$ cat config.mk
export PLATFORM = sky130hd
export DESIGN_NAME = polaris_dbus_sram
export DESIGN_NICKNAME = d
export VERILOG_FILES = /design/src/rtl/polaris_dbus_pkg.sv /design/src/rtl/polaris_dbus_extend.sv /design/src/rtl/polaris_dbus_sram.sv
export SDC_FILE = /design/constraint.sdc
export NUM_CORES = 1
export LEC_CHECK = 0
export BUFFER_PORTS_ARGS = -buffer_cell sky130_fd_sc_hd__buf_2
export CORE_ASPECT_RATIO = 0.6
export CORE_MARGIN = 2
export CORE_UTILIZATION = 40
export CTS_CLUSTER_DIAMETER = 60
export CTS_CLUSTER_SIZE = 40
export DETAILED_ROUTE_END_ITERATION = 16
export SLEW_MARGIN = 20
export SYNTH_ARGS = -nofsm -noshare
export SYNTH_HDL_FRONTEND = slang
export SYNTH_SLANG_ARGS = --single-unit
$ cat constraint.sdc
create_clock -name clk_i -period 3.5 [get_ports clk_i]
set_clock_uncertainty 0.2 [all_clocks]
set_input_delay 0.35 -clock clk_i [delete_from_list [all_inputs] [get_ports clk_i]]
set_output_delay 0.35 -clock clk_i [all_outputs]
set_load 0.005 [all_outputs]
$ cat src/rtl/polaris_dbus_pkg.sv
// Shared definitions for the Polaris D-bus responders: access size codes,
// responder FSM states and the beat count per access size.
package polaris_dbus_pkg;

    localparam logic [1:0] SIZ_B = 2'b00;
    localparam logic [1:0] SIZ_H = 2'b01;
    localparam logic [1:0] SIZ_W = 2'b10;
    localparam logic [1:0] SIZ_D = 2'b11;

    typedef enum logic [1:0] {
        IDLE = 2'd0,
        BEAT = 2'd1,
        ACK  = 2'd2
    } state_e;

    // Halfword beats needed on a 16-bit SRAM for one access of the given size.
    function automatic logic [2:0] beats_for(input logic [1:0] siz);
        case (siz)
            SIZ_W:   return 3'd2;
            SIZ_D:   return 3'd4;
            default: return 3'd1;
        endcase
    endfunction

endpackage

$ cat src/rtl/polaris_dbus_extend.sv
// Sign/zero extension of right-justified load data to 64 bits by access size.
module polaris_dbus_extend
    import polaris_dbus_pkg::*;
(
    input  logic [1:0]  siz_i,
    input  logic        signed_i,
    input  logic [63:0] dat_i,
    output logic [63:0] dat_o
);

    always_comb begin
        dat_o = dat_i;
        case (siz_i)
            SIZ_B:   dat_o = {{56{signed_i & dat_i[7]}},  dat_i[7:0]};
            SIZ_H:   dat_o = {{48{signed_i & dat_i[15]}}, dat_i[15:0]};
            SIZ_W:   dat_o = {{32{signed_i & dat_i[31]}}, dat_i[31:0]};
            default: dat_o = dat_i;
        endcase
    end

endmodule

$ cat src/rtl/polaris_dbus_sram.sv
// CPU D-port responder: one load/store at a time, split into halfword beats
// on a 16-bit SRAM. States: IDLE | wait for request; BEAT | drive one SRAM
// halfword per WAIT_STATES+1 cycles; ACK | one-cycle dack_o with load data.
module polaris_dbus_sram
    import polaris_dbus_pkg::*;
#(
    parameter int AW          = 20,
    parameter int WAIT_STATES = 1
) (
    input  logic          clk_i,
    input  logic          reset_i,
    input  logic          dcyc_i,
    input  logic          dstb_i,
    input  logic          dwe_i,
    input  logic [1:0]    dsiz_i,
    input  logic          dsigned_i,
    input  logic [63:0]   dadr_i,
    input  logic [63:0]   ddat_i,
    output logic [63:0]   ddat_o,
    output logic          dack_o,
    output logic [AW-1:0] sram_adr_o,
    output logic [15:0]   sram_dat_o,
    input  logic [15:0]   sram_dat_i,
    output logic          sram_we_o,
    output logic          sram_oe_o,
    output logic [1:0]    sram_be_o
);

    state_e        state_q, state_d;
    logic          req_we_q, req_we_d;
    logic          req_sgn_q, req_sgn_d;
    logic [1:0]    req_siz_q, req_siz_d;
    logic [AW-1:0] base_q, base_d;
    logic          lane_q, lane_d;
    logic [63:0]   wdat_q, wdat_d;
    logic [1:0]    beat_q, beat_d;
    logic [3:0]    wait_q, wait_d;
    logic [63:0]   asm_q, asm_d;

    logic          dack_q, dack_d;
    logic [63:0]   ddat_q, ddat_d;
    logic [AW-1:0] sram_adr_q, sram_adr_d;
    logic [15:0]   sram_dat_q, sram_dat_d;
    logic          sram_we_q, sram_we_d;
    logic          sram_oe_q, sram_oe_d;
    logic [1:0]    sram_be_q, sram_be_d;

    logic [63:0]   adr_aligned;
    logic [63:0]   asm_merged;
    logic [63:0]   ext_dat;
    logic          unused_adr;

    assign unused_adr = ^{adr_aligned[63:AW+1], adr_aligned[0]};

    always_comb begin
        adr_aligned = dadr_i;
        case (dsiz_i)
            SIZ_H:   adr_aligned[0]   = 1'b0;
            SIZ_W:   adr_aligned[1:0] = 2'b00;
            SIZ_D:   adr_aligned[2:0] = 3'b000;
            default: adr_aligned      = dadr_i;
        endcase
    end

    // Current beat's SRAM read data merged into the assembly register.
    always_comb begin
        asm_merged = asm_q;
        if (req_siz_q == SIZ_B) begin
            asm_merged[7:0] = lane_q ? sram_dat_i[15:8] : sram_dat_i[7:0];
        end else begin
            asm_merged[{beat_q, 4'b0000} +: 16] = sram_dat_i;
        end
    end

    polaris_dbus_extend u_extend (
        .siz_i    (req_siz_q),
        .signed_i (req_sgn_q),
        .dat_i    (asm_merged),
        .dat_o    (ext_dat)
    );

    always_comb begin
        state_d   = state_q;
        req_we_d  = req_we_q;
        req_sgn_d = req_sgn_q;
        req_siz_d = req_siz_q;
        base_d    = base_q;
        lane_d    = lane_q;
        wdat_d    = wdat_q;
        beat_d    = beat_q;
        wait_d    = wait_q;
        asm_d     = asm_q;
        dack_d    = 1'b0;
        ddat_d    = 64'd0;

        case (state_q)
            IDLE: begin
                if (dcyc_i && dstb_i) begin
                    req_we_d  = dwe_i;
                    req_sgn_d = dsigned_i;
                    req_siz_d = dsiz_i;
                    base_d    = adr_aligned[AW:1];
                    lane_d    = dadr_i[0];
                    wdat_d    = ddat_i;
                    beat_d    = 2'd0;
                    wait_d    = 4'd0;
                    asm_d     = 64'd0;
                    state_d   = BEAT;
                end
            end
            BEAT: begin
                if (!dcyc_i) begin
                    state_d = IDLE;
                end else if (wait_q == 4'(WAIT_STATES)) begin
                    wait_d = 4'd0;
                    asm_d  = asm_merged;
                    if ({1'b0, beat_q} == beats_for(req_siz_q) - 3'd1) begin
                        state_d = ACK;
                        dack_d  = 1'b1;
                        ddat_d  = req_we_q ? 64'd0 : ext_dat;
                    end else begin
                        beat_d = beat_q + 2'd1;
                    end
                end else begin
                    wait_d = wait_q + 4'd1;
                end
            end
            ACK:     state_d = IDLE;
            default: state_d = IDLE;
        endcase

        // SRAM pins are registered from the next-cycle beat so they change on the edge.
        sram_adr_d = '0;
        sram_dat_d = 16'd0;
        sram_be_d  = 2'b00;
        sram_we_d  = 1'b0;
        sram_oe_d  = 1'b0;
        if (state_d == BEAT) begin
            sram_adr_d = base_d + AW'(beat_d);
            sram_be_d  = (req_siz_d == SIZ_B) ? (lane_d ? 2'b10 : 2'b01) : 2'b11;
            sram_we_d  = req_we_d;
            sram_oe_d  = !req_we_d;
            if (req_we_d) begin
                sram_dat_d = (req_siz_d == SIZ_B) ? {2{wdat_d[7:0]}}
                                                  : wdat_d[{beat_d, 4'b0000} +: 16];
            end
        end
    end

    always_ff @(posedge clk_i) begin
        if (reset_i) begin
            state_q    <= IDLE;
            req_we_q   <= 1'b0;
            req_sgn_q  <= 1'b0;
            req_siz_q  <= 2'b00;
            base_q     <= '0;
            lane_q     <= 1'b0;
            wdat_q     <= 64'd0;
            beat_q     <= 2'd0;
            wait_q     <= 4'd0;
            asm_q      <= 64'd0;
            dack_q     <= 1'b0;
            ddat_q     <= 64'd0;
            sram_adr_q <= '0;
            sram_dat_q <= 16'd0;
            sram_we_q  <= 1'b0;
            sram_oe_q  <= 1'b0;
            sram_be_q  <= 2'b00;
        end else begin
            state_q    <= state_d;
            req_we_q   <= req_we_d;
            req_sgn_q  <= req_sgn_d;
            req_siz_q  <= req_siz_d;
            base_q     <= base_d;
            lane_q     <= lane_d;
            wdat_q     <= wdat_d;
            beat_q     <= beat_d;
            wait_q     <= wait_d;
            asm_q      <= asm_d;
            dack_q     <= dack_d;
            ddat_q     <= ddat_d;
            sram_adr_q <= sram_adr_d;
            sram_dat_q <= sram_dat_d;
            sram_we_q  <= sram_we_d;
            sram_oe_q  <= sram_oe_d;
            sram_be_q  <= sram_be_d;
        end
    end

    assign dack_o     = dack_q;
    assign ddat_o     = ddat_q;
    assign sram_adr_o = sram_adr_q;
    assign sram_dat_o = sram_dat_q;
    assign sram_we_o  = sram_we_q;
    assign sram_oe_o  = sram_oe_q;
    assign sram_be_o  = sram_be_q;

endmodule

==> out/summary.md <==
In the final routed layout, each cell accounts on average for 18.84 um. The maximum clock frequency is 312.1 MHz, and the worst hold path stage count is 3. Registers are responsible for 51.0% of the overall power. The root buffer cell chosen for the clock tree is sky130_fd_sc_hd__clkbuf_16.

The clock period minus final worst setup slack works out to 3.204 ns. The clock latency reported for the late side of the worst-skew pair was 0.54 ns; the final layout net count was 1836. Buffers inserted during clock tree synthesis total 17.

For this design the total switching power over the nets is 1.773 mW. The buffer levels on the longest clock path is 3. The tools report the sort of element at the end of the critical path as a flip-flop. Reg-to-reg endpoint: sram_adr_o[5].

The transition time at the pin with the least slew margin is 1.039 ns. The flow ran to the end, and the final reports show no timing, DRC or antenna violations. Setup violations remaining at the end of the flow were counted as 0. The layout overhead on the synthesized area is 26.01%, and the required arrival time at the worst endpoint is 3.71 ns. Counting tap cells, the placed design contains a total of 1941 instances. The fraction of layout cells with a size suffix above 1 was 19.00%; the clock transition at the register clock pins on the worst setup and hold paths after CTS was 0.11 ns. The pre-antenna-repair detailed-routing pass consisted of 8 iterations. The tool flagged a number of max-cap violations equal to 0. The fraction of registers with async set/reset was 0%; the synthesized net count was 1585. The tools report the number of antenna violations at the first check in global routing as 3. For the overall via count from detail_route, the log shows 11.48k. Counting every sink on the clock net gives 266. The Yosys step of the flow raised 0 warnings. The number of synthesized flops with an enable pin is 0. Setup total negative slack on the finished layout was measured at 0 ns. The power density relative to cell area came out at 420.4 mW/mm2. The first global-routing pass estimated 59460 um of wire.

The ratio of routed vias to standard cells is 5.569. The worst-case hold slack is 0.007381 ns. Cell internal power was estimated by the tool at 4.425 mW. Area of the core: 0.02877 mm2. Net switching is 28.60% of the power. The tools report the category of the worst setup path launch point as a flip-flop.

The run gives 0 as the global-route congestion overflow total. Sequential elements use 45.51% of the synthesized area. The level count of the clock H-tree is 1.

TritonCTS built the clock tree. The number of buffers added for setup after CTS was 0; the routability-driven placement congestion ratio was 0.8370. The number of library cell types mapped by synthesis is 66, and the relative slew slack is 30.54%. The run gives 10.51k as the number of global-route vias before repair.

The post-detailed-routing wire length came out at 38860 um. In this run the worst hold path is classified as input port to flip-flop. The worst setup path is of the flip-flop to flip-flop kind. The part of the cycle the worst path needs is 91.53%. Global routing used 24.63% of the available tracks. The core utilization of the finished layout came out at 51.25%. The worst hold path begins at dadr_i[0]. Setup repair after global routing left no endpoint under its margin.

Summing all multi-input logic gate instances after layout gives 0.005822 mm2. The number of cells on the worst reg-to-reg path is 12. For this run, the number of standard cells in the final layout without fillers is 2062. In the routed design, unresolved DRC markers number 0. The die outline height was 136.5 um; the mean cell area of the mapped netlist was 8.222 um2. Across all register-to-register paths, the minimum setup slack is 0.30 ns. The tools report the instance count of the mapped netlist as 1423.

Die span in x: 224.8 um. The run gives 0 as the count of endpoints failing hold in the final timing report. The arrival time at the worst endpoint is 3.42 ns. The number of filler cells placed in the layout is 2682.

The path with the worst hold slack has its endpoint at lane_q. Pin placement for this block handled 257 I/O pins. The number of max-slew violations in the final report was 0. After the first detailed-routing iteration, the DRC count stood at 1162.

Entering global routing, the biggest net connects 108 pins. The count of nets left with antenna violations once routing finished came out at 0. In the final layout, flip-flops and latches occupy 0.005326 mm2. The analysis attributes to cell leakage a power of 5.870 nW. After synthesis the netlist holds a flip-flop and latch count of 266. The tools report the clock power share as 37.8%. Once the floorplan was initialized, standard cells occupied 40.67% of the core. Peak supply drop: 367.0 uV. The cell area after synthesis came out at 0.01170 mm2.

The largest driver fanout on the critical path was 12. The area enclosed by the die boundary is 0.03068 mm2, and the quantity of I/O buffers inserted on ports is 213. For the portion of total power attributed to combinational logic, the log shows 11.3%. The wire-length estimate of the detail-placed layout is 26060 um. In the synthesized netlist the dominant register cell turns out to be sky130_fd_sc_hd__dfxtp_1. The worst register-to-register path begins at beat_q[1]. After floorplanning, the core was divided into 48 placement rows.
## cells in the mapped netlist (9+ instances only)
master                     number  area [um2]
sky130_fd_sc_hd__o22a_1        19       166.4
sky130_fd_sc_hd__inv_1         30       112.6
sky130_fd_sc_hd__nor3_1        35       175.2
sky130_fd_sc_hd__or3_1         14       87.58
sky130_fd_sc_hd__buf_2         30       150.1
sky130_fd_sc_hd__nand3_1       40       200.2
sky130_fd_sc_hd__mux2i_1       26       260.3
sky130_fd_sc_hd__xnor2_1       13       113.9
sky130_fd_sc_hd__nand3b_1      12       90.09
sky130_fd_sc_hd__a211oi_1      20       150.1
sky130_fd_sc_hd__ha_1           9       112.6
sky130_fd_sc_hd__o21ai_0       78       390.4
sky130_fd_sc_hd__a22o_1        29       254.0
sky130_fd_sc_hd__buf_1          9       33.78
sky130_fd_sc_hd__o221ai_1      13       113.9
sky130_fd_sc_hd__o21a_1        30       225.2
sky130_fd_sc_hd__clkbuf_1      76       285.3
sky130_fd_sc_hd__a31o_2         9       78.83
sky130_fd_sc_hd__a22oi_1       28       210.2
sky130_fd_sc_hd__a21oi_1      115       575.6
sky130_fd_sc_hd__dfxtp_1      266        5325
sky130_fd_sc_hd__o22ai_1       13       81.33
sky130_fd_sc_hd__nand2_1      246       923.4
sky130_fd_sc_hd__a31oi_1       30       187.7
sky130_fd_sc_hd__nor2_1       116       435.4
## sequential cells by signal, summed over array words and instances (netlist names), 2 cells and up
signal and cells:
sram_dat_o 16, ddat_o 64, sram_adr_o 20, base_q 20
asm_q 64, beat_q 2, sram_be_o 2, state_q 2
wdat_q 64, req_siz_q 2, wait_q 4
## cell families after synthesis
logic type      count (synthesis)  share of synthesized area, %
mux                            29                         2.556
fa+ha+maj                      10                         1.134
flops                         266                         45.51
simple gates                  518                         19.97
buf+inv                       152                         5.368
xor+xnor                       19                         1.422
compound gates                429                         24.04
## cell usage in the layout, fill, tap and decap left out, types with 26 or more instances in the layout
cell                            instances
sky130_fd_sc_hd__nand2_1              246
sky130_fd_sc_hd__dlygate4sd3_1         89
sky130_fd_sc_hd__a22o_1                29
sky130_fd_sc_hd__nor3_1                35
sky130_fd_sc_hd__a21oi_1              115
sky130_fd_sc_hd__inv_1                 30
sky130_fd_sc_hd__nand3_1               40
sky130_fd_sc_hd__o21ai_0               77
sky130_fd_sc_hd__a22oi_1               28
sky130_fd_sc_hd__buf_4                 51
sky130_fd_sc_hd__dfxtp_1              265
sky130_fd_sc_hd__buf_2                212
sky130_fd_sc_hd__nor2_1               115
sky130_fd_sc_hd__o21a_1                30
sky130_fd_sc_hd__a31oi_1               29
sky130_fd_sc_hd__mux2i_1               26
## stage by stage
stage	area, um2	setup WS, ns	power, mW
floorplan	11700	0.2139	3.592
global placement	13200	0.4137	3.820
detailed placement	13200	0.3784	3.833
CTS	14740	0.3649	6.242
global route	14740	0.1088	6.432
finish	14740	0.2963	6.197
## worst max-delay path by stage
stage               from             end  slack (ns)  depth (start not counted)
2_1_floorplan  beat_q[0]  sram_adr_o[11]        0.21                         14
3_3_place_gp   wait_q[0]  sram_adr_o[14]        0.41                         11
3_5_place_dp   beat_q[1]  sram_adr_o[11]        0.38                         12
4_1_cts        wait_q[1]  sram_adr_o[14]        0.36                         12
5_1_grt        beat_q[1]   sram_adr_o[5]        0.11                         12
6_report       beat_q[1]   sram_adr_o[5]        0.30                         12
## per-layer routing
metal / GRT usage [%] / up-vias / wire length [um]
met5: 0 / - / 0
met4: 5.923 / 0 / 672
met3: 6.116 / 44 / 3030
met2: 34.55 / 394 / 15860
met1: 37.21 / 5499 / 19290
li1: - / 5547 / -
## power groups by stage
stage               Sequential, mW  Combinational (mW)  Clock, mW
finish                        3.16               0.697       2.34
global route                  3.17               0.760       2.50
CTS                           3.16               0.685       2.40
detailed placement            3.23               0.606          0
global placement              3.22               0.596          0
floorplan                     3.21               0.379          0
## layout make-up
type                    count  area share, %
clock buffers              18          2.979
well taps                 375          3.183
diodes                      3        0.05092
clock inverters            11          1.409
repair buffers            353          15.97
flip-flops and latches    266          36.13
multi-input cells        1005          39.49
inverters                  31         0.7893
## timing repair
action / in CTS / in global routing
resized for setup: 0 / 0
hold buffers: 89 / 0
endpoints found under the hold margin: 92 / 0
## worst max-delay path: stages (launching register included)
cell	delay [ns]
sky130_fd_sc_hd__dfxtp_1	0.47
sky130_fd_sc_hd__inv_1	0.17
sky130_fd_sc_hd__ha_1	0.38
sky130_fd_sc_hd__inv_1	0.11
sky130_fd_sc_hd__nor3_1	0.26
sky130_fd_sc_hd__nor2_1	0.11
sky130_fd_sc_hd__inv_1	0.15
sky130_fd_sc_hd__ha_1	0.25
sky130_fd_sc_hd__a21oi_1	0.26
sky130_fd_sc_hd__nor4_2	0.06
sky130_fd_sc_hd__buf_4	0.20
sky130_fd_sc_hd__and2_1	0.19
sky130_fd_sc_hd__nor3_1	0.29
No activity file was read; power rests on OpenSTA's default activity.
